File: src/rtl/imem_pkg.sv
// imem_pkg: shared widths, FSM encoding and requester IDs for the instruction RAM arbiter
package imem_pkg;
  localparam int ADDR_W = 10;
  localparam int DATA_W = 19;
  typedef enum logic [1:0] {
    IDLE     = 2'd0,
    ISSUE_RD = 2'd1,
    WAIT_RD  = 2'd2,
    ISSUE_WR = 2'd3
  } state_t;
  localparam logic FETCH  = 1'b0;
  localparam logic LOADER = 1'b1;
endpackage

File: src/rtl/imem_arbiter.sv
// imem_arbiter: serialises fetch reads and loader writes onto the single-ported instruction RAM
module imem_arbiter #(
  parameter int ADDR_W = imem_pkg::ADDR_W,
  parameter int DATA_W = imem_pkg::DATA_W,
  parameter int RD_LAT = 1
) (
  input  logic              clk,
  input  logic              rst,
  input  logic              fetch_req,
  input  logic [ADDR_W-1:0] fetch_addr,
  output logic              fetch_gnt,
  output logic              fetch_valid,
  output logic [DATA_W-1:0] fetch_data,
  input  logic              ld_req,
  input  logic [ADDR_W-1:0] ld_addr,
  input  logic [DATA_W-1:0] ld_wdata,
  output logic              ld_gnt,
  output logic [ADDR_W-1:0] mem_address,
  output logic              mem_read,
  output logic              mem_write,
  output logic [DATA_W-1:0] mem_wdata,
  input  logic [DATA_W-1:0] mem_rdata,
  output logic              busy
);
  import imem_pkg::*;
  state_t state, nxt;
  logic rr_last, rr_nxt, pick_ld, rd_done;
  logic [1:0] cnt, cnt_nxt;
  // on a tie the requester that did not win last time goes first
  assign pick_ld = ld_req & (~fetch_req | (rr_last == FETCH));
  assign rd_done = (state == WAIT_RD) && (cnt == 2'd0);
  always_comb begin
    nxt = state;
    cnt_nxt = cnt;
    rr_nxt = rr_last;
    case (state)
      IDLE: begin
        nxt = (fetch_req | ld_req) ? (pick_ld ? ISSUE_WR : ISSUE_RD) : IDLE;
        rr_nxt = (fetch_req & ld_req) ? (pick_ld ? LOADER : FETCH) : rr_last;
      end
      ISSUE_RD: begin
        nxt = WAIT_RD;
        cnt_nxt = 2'(RD_LAT - 1);
      end
      WAIT_RD: begin
        nxt = rd_done ? IDLE : WAIT_RD;
        cnt_nxt = rd_done ? 2'd0 : cnt - 2'd1;
      end
      default: nxt = IDLE;
    endcase
  end
  always_ff @(posedge clk or posedge rst) begin
    if (rst) begin
      state <= IDLE;
      rr_last <= FETCH;
      cnt <= 2'd0;
      fetch_gnt <= 1'b0;
      fetch_valid <= 1'b0;
      fetch_data <= '0;
      ld_gnt <= 1'b0;
      mem_address <= '0;
      mem_read <= 1'b0;
      mem_write <= 1'b0;
      mem_wdata <= '0;
      busy <= 1'b0;
    end else begin
      state <= nxt;
      rr_last <= rr_nxt;
      cnt <= cnt_nxt;
      fetch_gnt <= nxt == ISSUE_RD;
      mem_read <= nxt == ISSUE_RD;
      ld_gnt <= nxt == ISSUE_WR;
      mem_write <= nxt == ISSUE_WR;
      busy <= nxt != IDLE;
      fetch_valid <= rd_done;
      if (rd_done) fetch_data <= mem_rdata;
      // address/data buses only move on a grant so the RAM sees a stable bus when idle
      if (state == IDLE && nxt != IDLE) mem_address <= pick_ld ? ld_addr : fetch_addr;
      if (state == IDLE && nxt == ISSUE_WR) mem_wdata <= ld_wdata;
    end
  end
endmodule
File: config.mk
export PLATFORM = sky130hd
export DESIGN_NAME = imem_arbiter
export DESIGN_NICKNAME = d
export VERILOG_FILES = /design/src/rtl/imem_pkg.sv /design/src/rtl/imem_arbiter.sv
export SDC_FILE = /design/constraint.sdc
export NUM_CORES = 1
export LEC_CHECK = 0
export CORE_AREA = 2 2 78 80
export CTS_CLUSTER_DIAMETER = 150
export DETAILED_ROUTE_END_ITERATION = 8
export DIE_AREA = 0 0 80 82
export PLACE_DENSITY = 0.82
export SETUP_SLACK_MARGIN = 0.4
export SYNTH_ARGS = -nofsm -noshare
export SYNTH_HDL_FRONTEND = slang
export SYNTH_SLANG_ARGS = --single-unit
File: constraint.sdc
create_clock -name clk -period 3.1 [get_ports clk]
set_input_delay 0.31 -clock clk [delete_from_list [all_inputs] [get_ports clk]]
set_output_delay 0.31 -clock clk [all_outputs]
set_load 0.05 [all_outputs]
==> results of run 1 <==
==> per-stage QoR <==
stage | total power, mW | instance area (um^2) | utilization (%) | hold slack, ns | setup slack [ns]
detailed placement | 4.20 | 3590 | 62.6 | 0.470 | 0.891
CTS | 4.78 | 3740 | 65.2 | 0.484 | 1.07
global route | 4.95 | 3740 | 65.2 | 0.501 | 0.941
finish | 4.72 | 3740 | 65.2 | 0.480 | 1.08
floorplan | 3.29 | 2380 | - | 0.445 | 1.31
global placement | 4.15 | 3590 | 62.6 | 0.462 | 0.910
==> worst max-delay path, stage by stage, from the launching register on <==
cell,delay [ns]
dfrtp_1,0.41
inv_1,0.09
ha_1,0.25
o21ai_0,0.25
a211oi_2,0.25
buf_4,0.29
mux2_2,0.37
==> placed cells by master, fill, tap and decap left out, drive strengths merged <==
cell             n
inv              5
nor3b            1
nand2            2
dfrtp           57
nand2b           1
mux2            58
buf              3
a21boi           1
clkbuf          12
ha               4
xnor2            1
mux2i            1
a21oi            2
a211oi           1
clkdlybuf4s50  115
and2             2
o31ai            1
clkinv           1
nand3            3
nor2             1
o21ai            2
==> power breakdown <==
| part | internal (mW) | total [mW] | switching (mW) |
|---|---|---|---|
| Sequential | 1.12 | 1.29 | 0.178 |
| Clock | 0.297 | 0.561 | 0.264 |
| Combinational | 1.12 | 2.87 | 1.74 |
==> registers in the layout, indices dropped and copies added (netlist names) <==
signal / count
busy: 1
cnt: 2
fetch_data: 19
fetch_valid: 1
mem_address: 10
mem_read: 1
mem_wdata: 19
mem_write: 1
rr_last: 1
state: 2
==> worst max-delay path by stage <==
stage / slack [ns] / depth (start not counted) / end / startpoint
final: 1.08 / 6 / mem_wdata[11] / state[1]
after global routing: 0.94 / 6 / mem_wdata[4] / state[1]
after CTS: 1.07 / 6 / mem_wdata[11] / state[1]
after detailed placement: 0.89 / 5 / mem_address[5] / fetch_req
after global placement: 0.91 / 4 / mem_address[1] / ld_req
after floorplan: 1.31 / 6 / mem_wdata[10] / state[0]
==> cells by family after synthesis <==
family / after synthesis
compound gates: 7
xor+xnor: 1
fa+ha+maj: 4
buf+inv: 12
flops: 57
mux: 59
simple gates: 10
==> routing by layer <==
layer | part of all wire (%) | track usage [%] | wire (um)
met5 | 0 | 0 | 0
met4 | 1.8 | 8.14 | 90
met3 | 8.9 | 5.60 | 436
met2 | 49 | 26.1 | 2380
met1 | 40 | 16.7 | 1970
==> layout make-up <==
cell class,instances,area (um^2),area share [%]
Clock inverter,1,5.00,0.134
Timing Repair Buffer,118,1170,31.3
Inverter,5,18.8,0.501
Sequential cell,57,1430,38.1
Clock buffer,12,145,3.88
Tap cell,75,93.8,2.51
Multi-Input combinational cell,81,882,23.6
==> results.txt, run 1 <==
main combinational cell family by area after synthesis: multiplexers
Root Driver: clkbuf_8
initial antenna violation count: 0
CTS Buffer Depth: 2
row count: 28
via/cell ratio: 4.71
first-pass GRT wire length: 7550 um
Synth cell types: 22
worst r2r path cells: 6
RSZ-0062 raised after global routing: no
VDD IR-drop max: 0.000722 V
Yosys top cell area share: 59.9%
CP Launch Type: register
hold_sp: rr_last
H-tree levels: 3
Initial Utilization: 41.4%
Synth Warn #: 0
GRT Total Usage: 15.3%
Worst Hold Endpoint: rr_last
Placed Instances: 336
total number of vias: 1,645
hold buffers post-CTS: 0
Pre-antenna DRT Iters: 3
register bit count reported by yosys: 57
GPL Wtd Cong: 0.721
CTS tree: yes
routed wire length: 4870 um
Post-synth top cells: dfrtp_1 (57), mux2_2 (48), mux2_4 (10)
Hold WC Path Type: reg -> reg
WP data required: 3.30 ns
Post-Synth Simple-Gate Area: 2.21%
post-synthesis cell area: 2380 um^2
number of remaining DRC errors: 0
die span in y: 82 um
fin crit share: 65.3%
Avg WL per Cell: 14.0 um
die width: 80 um
Max-slew headroom: 53.4%
crit path max fanout: 20
post-synthesis mux area share: 29.4%
vias in the first global route: 1,674
outcome: complete, no violations
r2r startpoint: state[1]
final net count: 338
final std cells w/o fill: 349
clock-pin slew on the worst setup and hold paths: 0.06 ns
die area: 6560 um^2
minimum clock period: 2.02 ns
max_cap viols: 0
hold path depth: 1
IO Count: 116
Core ar.: 5750 um^2
Gate Count Post-Synth: 150
async set-reset flop share out of synthesis: 100%
Worst-Skew Late Latency: 0.32 ns
syn_area_per_cell: 15.9 um^2
number of port buffers: 115
Ant. Diodes: 0
Fill cells: 461
setup_tns: 0 ns
Worst Path Arrival: 2.23 ns
post-route ant nets: 0
Fin. Hold Viols: 0
number of buffers created by CTS: 9
Worst Max-Slew Pin Slew: 0.699 ns
Critical Setup Path Class: reg -> reg
largest net degree at the start of global routing: 58
Synth Area in Compound Gates: 2.73%
layout overhead on the synthesized area: 57.3%
register area share after synthesis: 59.9%
global route overflow: 0
Net Count, Synth: 216
top-count cell post-synth: dfrtp_1
Sink Count: 57
Iter 0 DRT Violations: 43
r2r endpoint: mem_wdata[11]
layout cell share with drive strength beyond 1: 28.1%
CP Capture Type: register
main area contributors after synthesis: dfrtp_1 (60%), mux2_2 (23%), mux2_4 (6.3%), ha_1 (2.1%), buf_6 (1.4%)
hpwl dp: 3510 um
pwr/cell area: 1260 nW/um^2
Final Skew: 0.0102 ns
Post-synth EDFFs: 0
Post-Synth XOR/XNOR Area: 0.368%
Post-CTS Setup Bufs: 0
Pins Over Slew Limit: 0
highest clock rate: 494 MHz
Leak: 1.57 nW
CTS resizes: 0
Adder-Cell Fraction of Synth Area: 2.10%
endpoints failing setup: 0
Most used DFF post-synth: dfrtp_1
area leader, netlist: dfrtp_1
R2R setup slack: 1.08 ns
(Power assumes the default switching activity.)
==> run 2, diff against run 1 <==
--- a/config.mk
+++ b/config.mk
@@ -5,11 +5,11 @@
 export SDC_FILE = /design/constraint.sdc
 export NUM_CORES = 1
 export LEC_CHECK = 0
-export CORE_AREA = 2 2 78 80
+export CORE_AREA = 2 2 81 83
 export CTS_CLUSTER_DIAMETER = 150
 export DETAILED_ROUTE_END_ITERATION = 8
-export DIE_AREA = 0 0 80 82
-export PLACE_DENSITY = 0.82
+export DIE_AREA = 0 0 83 85
+export PLACE_DENSITY = 0.77
 export SETUP_SLACK_MARGIN = 0.4
 export SYNTH_ARGS = -nofsm -noshare
 export SYNTH_HDL_FRONTEND = slang
==> constraint.sdc (replaced) <==
create_clock -name clk -period 1.9 [get_ports clk]
set_input_delay 0.19 -clock clk [delete_from_list [all_inputs] [get_ports clk]]
set_output_delay 0.19 -clock clk [all_outputs]
set_load 0.05 [all_outputs]
==> results.txt, run 2 (synthesis gave the netlist of run 1 again) <==
Final WS setup: 0.126 ns
Ant. Diodes: 0
highest clock rate: 564 MHz
GPL Wtd Cong: 0.702
r2r endpoint: mem_wdata[4]
Pins Over Slew Limit: 0
Core ar.: 6200 um^2
commonest non-fill, non-tap cell in the layout: clkdlybuf4s50_1
number of remaining DRC errors: 0
Worst Path Arrival: 1.98 ns
Hold WC Path Type: in -> async
layout cell share with drive strength beyond 1: 35.2%
number of buffers created by CTS: 9
r2r startpoint: state[1]
CP Launch Type: register
CP Capture Type: register
largest net degree at the start of global routing: 58
dpl ws: -0.0264 ns
routed wire length: 5220 um
endpoints failing setup: 0
Root Driver: clkbuf_8
vias in the first global route: 1,840
Avg WL per Cell: 14.2 um
final std cells w/o fill: 367
Worst Max-Slew Pin Slew: 0.512 ns
H-tree levels: 3
R2R setup slack: 0.13 ns
biggest regs: fetch_data (19), mem_wdata (19), mem_address (10)
WP data required: 2.10 ns
Placed Instances: 344
hpwl dp: 3550 um
outcome: complete, no violations
commonest cells after routing, fill and taps aside: clkdlybuf4s50_1 (61), dfrtp_1 (56), dlygate4sd2_1 (54)
minimum clock period: 1.77 ns
via/cell ratio: 4.64
Initial Utilization: 38.4%
Pre-antenna DRT Iters: 4
CTS tree: yes
die span in y: 85 um
RSZ-0062 raised after global routing: yes
Iter 0 DRT Violations: 15
pwr/cell area: 2030 nW/um^2
initial antenna violation count: 0
Fill cells: 504
die area: 7060 um^2
layout overhead on the synthesized area: 71.3%
Worst Hold Slack: 0.280 ns
number of port buffers: 115
die width: 83 um
final net count: 351
row count: 29
Max-slew headroom: 66.0%
worst r2r path cells: 6
global route overflow: 0
first-pass GRT wire length: 8600 um
hold buffers post-CTS: 0
crit path max fanout: 20
clock-pin slew on the worst setup and hold paths: 0.07 ns
total power: 8.26 mW
Critical Setup Path Class: reg -> reg
total number of vias: 1,702
CTS Buffer Depth: 2
GRT Total Usage: 15.4%
max_cap viols: 0
setup_tns: 0 ns
post-route ant nets: 0
fin crit share: 93.3%
Sink Count: 57
IO Count: 116
Leak: 1.86 nW
Final Skew: 0.00793 ns
Fin. Hold Viols: 0
Worst-Skew Late Latency: 0.33 ns
VDD IR-drop max: 0.00106 V
run 2: timing repair:
action | CTS | global route
gates cloned | 2 | 1
hold endpoints to repair | 0 | 0
gates resized for setup | 66 | 16
setup endpoints to repair | 102 | 48
setup buffers | 4 | 0
run 2: layout make-up:
cell class | instances | area [um^2] | share of cell area [%]
Sequential cell | 57 | 1430 | 35.0
Clock buffer | 12 | 165 | 4.05
Timing Repair Buffer | 131 | 1320 | 32.3
Clock inverter | 4 | 50.0 | 1.23
Inverter | 5 | 22.5 | 0.552
Tap cell | 77 | 96.3 | 2.36
Multi-Input combinational cell | 81 | 1000 | 24.5
run 2: stage by stage:
step,cell area [um^2],util [%]
floorplan,2430,-
global placement,3720,60.0
detailed placement,3720,60.0
CTS,3990,64.4
global route,4080,65.7
finish,4080,65.7
run 2: critical path: stages, from the launching register on:
cell	delay, ns
dfrtp_2	0.44
inv_2	0.09
ha_4	0.16
nand3_2	0.12
a211oi_4	0.29
buf_12	0.20
mux2_2	0.34
run 2: layer usage:
layer  vias to the layer above  global-route usage (%)  wire, um
met2                        75                    24.6      2470
met4                         0                    5.37        27
met1                       829                    18.8      2300
met3                         4                    6.71       424
li1                        794                       -         -
met5                         -                       0         0
run 2: power by group:
part           internal (mW)  switching, mW  total (mW)
logic                   1.96           3.01        4.98
clock network          0.710          0.475        1.19
registers               1.82          0.280        2.10
run 2: worst max path at each step:
stage	startpoint	cells past startpoint	slack, ns	endpoint
floorplan	state[1]	7	0.24	mem_wdata[10]
global placement	fetch_req	6	0.01	mem_wdata[0]
detailed placement	fetch_req	6	-0.03	mem_wdata[2]
CTS	state[1]	7	0.12	mem_wdata[4]
global route	state[1]	7	0.04	mem_wdata[17]
finish	state[1]	6	0.13	mem_wdata[4]
==> RTL change: new RTL, config.mk and constraints of run 1 <==
Encoding of `state_t`: now one-hot (4 bits for 4 states).
--- a/src/rtl/imem_pkg.sv
+++ b/src/rtl/imem_pkg.sv
@@ -2,11 +2,11 @@
 package imem_pkg;
   localparam int ADDR_W = 10;
   localparam int DATA_W = 19;
-  typedef enum logic [1:0] {
-    IDLE     = 2'd0,
-    ISSUE_RD = 2'd1,
-    WAIT_RD  = 2'd2,
-    ISSUE_WR = 2'd3
+  typedef enum logic [3:0] {
+    IDLE     = 4'b0001,
+    ISSUE_RD = 4'b0010,
+    WAIT_RD  = 4'b0100,
+    ISSUE_WR = 4'b1000
   } state_t;
   localparam logic FETCH  = 1'b0;
   localparam logic LOADER = 1'b1;
Behaviour: no difference found for any inputs over 10 cycles, from zero or initial values and one cycle with rst high; not proved beyond that.
==> RTL change against run 1 <==
- cell area up 1.0%
- via count grew 5.7%
- critical path type unchanged
- largest power group unchanged
- count of clock-buffer cells in the layout fell by 1
- die area is the same
- synthesized cell count up 7.3%
- sequential cell count up 2
- setup slack got worse by 58 ps
- clock skew barely moved
- total power increased by 0.68%
- highest routed layer unchanged
- largest cell class unchanged
- wire length rose by 9.7%
- synthesized area increased by 1.5%
==> RTL change: results (changes against run 1) <==
CP Data Arrival Time 2280 ps (was 2230 ps); gp weighted congestion 0.796 (was 0.721); Hold WS 504 ps (was 480 ps); Finished Layout Cells 356 (was 349); fmax 0.480 GHz (was 0.494 GHz); Top Family by Delay on Critical Path simple AND/OR/NAND/NOR gates (was compound AO/OA/AOI/OAI gates); drt pass-1 iters 4 (was 3); top cells by area, synth dfrtp_1 60%, mux2_4 11%, mux2_2 9.3% (was dfrtp_1 60%, mux2_2 23%, mux2_4 6.3%); Mapped Nets 223 (was 216); CP Max Fanout 22 (was 20); clock skew 10.1 ps (was 10.2 ps); status complete, no violations (unchanged); Final nets 340 (was 338); via count 1739 (was 1645); detailed-route wire length per cell 15.0 um (was 14.0 um); Hold Startpoint fetch_data[4] (was rr_last); first-pass GRT wire length 8450 um (was 7550 um); R2R cell count 3 (was 6); slew margin rel. 32.3% (was 53.4%); syn avg cell area 15.0 um2 (was 15.9 um2); Largest stage delay, worst path 760 ps (was 410 ps); pin count of the biggest net entering global routing 52 (was 58); Setup WS pre-CTS 990 ps (was 891 ps); maximum VDD drop 0.000750 V (was 0.000722 V); Leakage 1.64 nW (was 1.57 nW); Clk power 0.000591 W (was 0.000561 W); clock share of power 12.4% (was 11.9%); CP max stage cell nand3b_1 (was dfrtp_1); Seq/Total Area, Yosys 61.2% (was 59.9%); Synth cell types 27 (was 22); NetSw 0.00218 W (about the same); placed inst area 3620 um2 (was 3590 um2); DRT iter0 DRCs 42 (was 43); R2R Setup Slk 1020 ps (was 1080 ps); Hold EP fetch_data[4] (was rr_last)
## RTL change: cell count changes after synthesis, sizes merged, moves of 2 or more
cell,delta
nor2,+2
a22o,+2
a2bb2oi,+10
ha,-4
clkbuf,+4
nor3,+2
and2,-2
o21a,+3
o32ai,+10
mux2,-20
## RTL change: area by class of cell
cell class / instances / share of cell area [%]
inverters: 6 / 0.595
clock inverters: 3 / 0.397
flip-flops and latches: 59 / 39.1
well taps: 75 / 2.48
multi-input cells: 85 / 22.6
clock buffers: 11 / 4.00
repair buffers: 117 / 30.8
## RTL change: cells by family after synthesis
group,count (synthesis),share of synthesized area [%]
muxes,38,20.5
AOI/OAI and AO/OA,31,10.5
xor gates and xnor gates,1,0.363
buffers and inverters,17,3.42
and+or+nand+nor,15,4.09
DFF,59,61.2
## RTL change: metal layers
layer,track usage (%),vias up,part of all wire (%),wire [um]
met5,0,-,0,0
met4,9.15,0,2.1,113
met3,4.29,9,7.3,389
met2,27.6,73,48,2540
met1,20.9,842,43,2300
li1,-,815,-,-
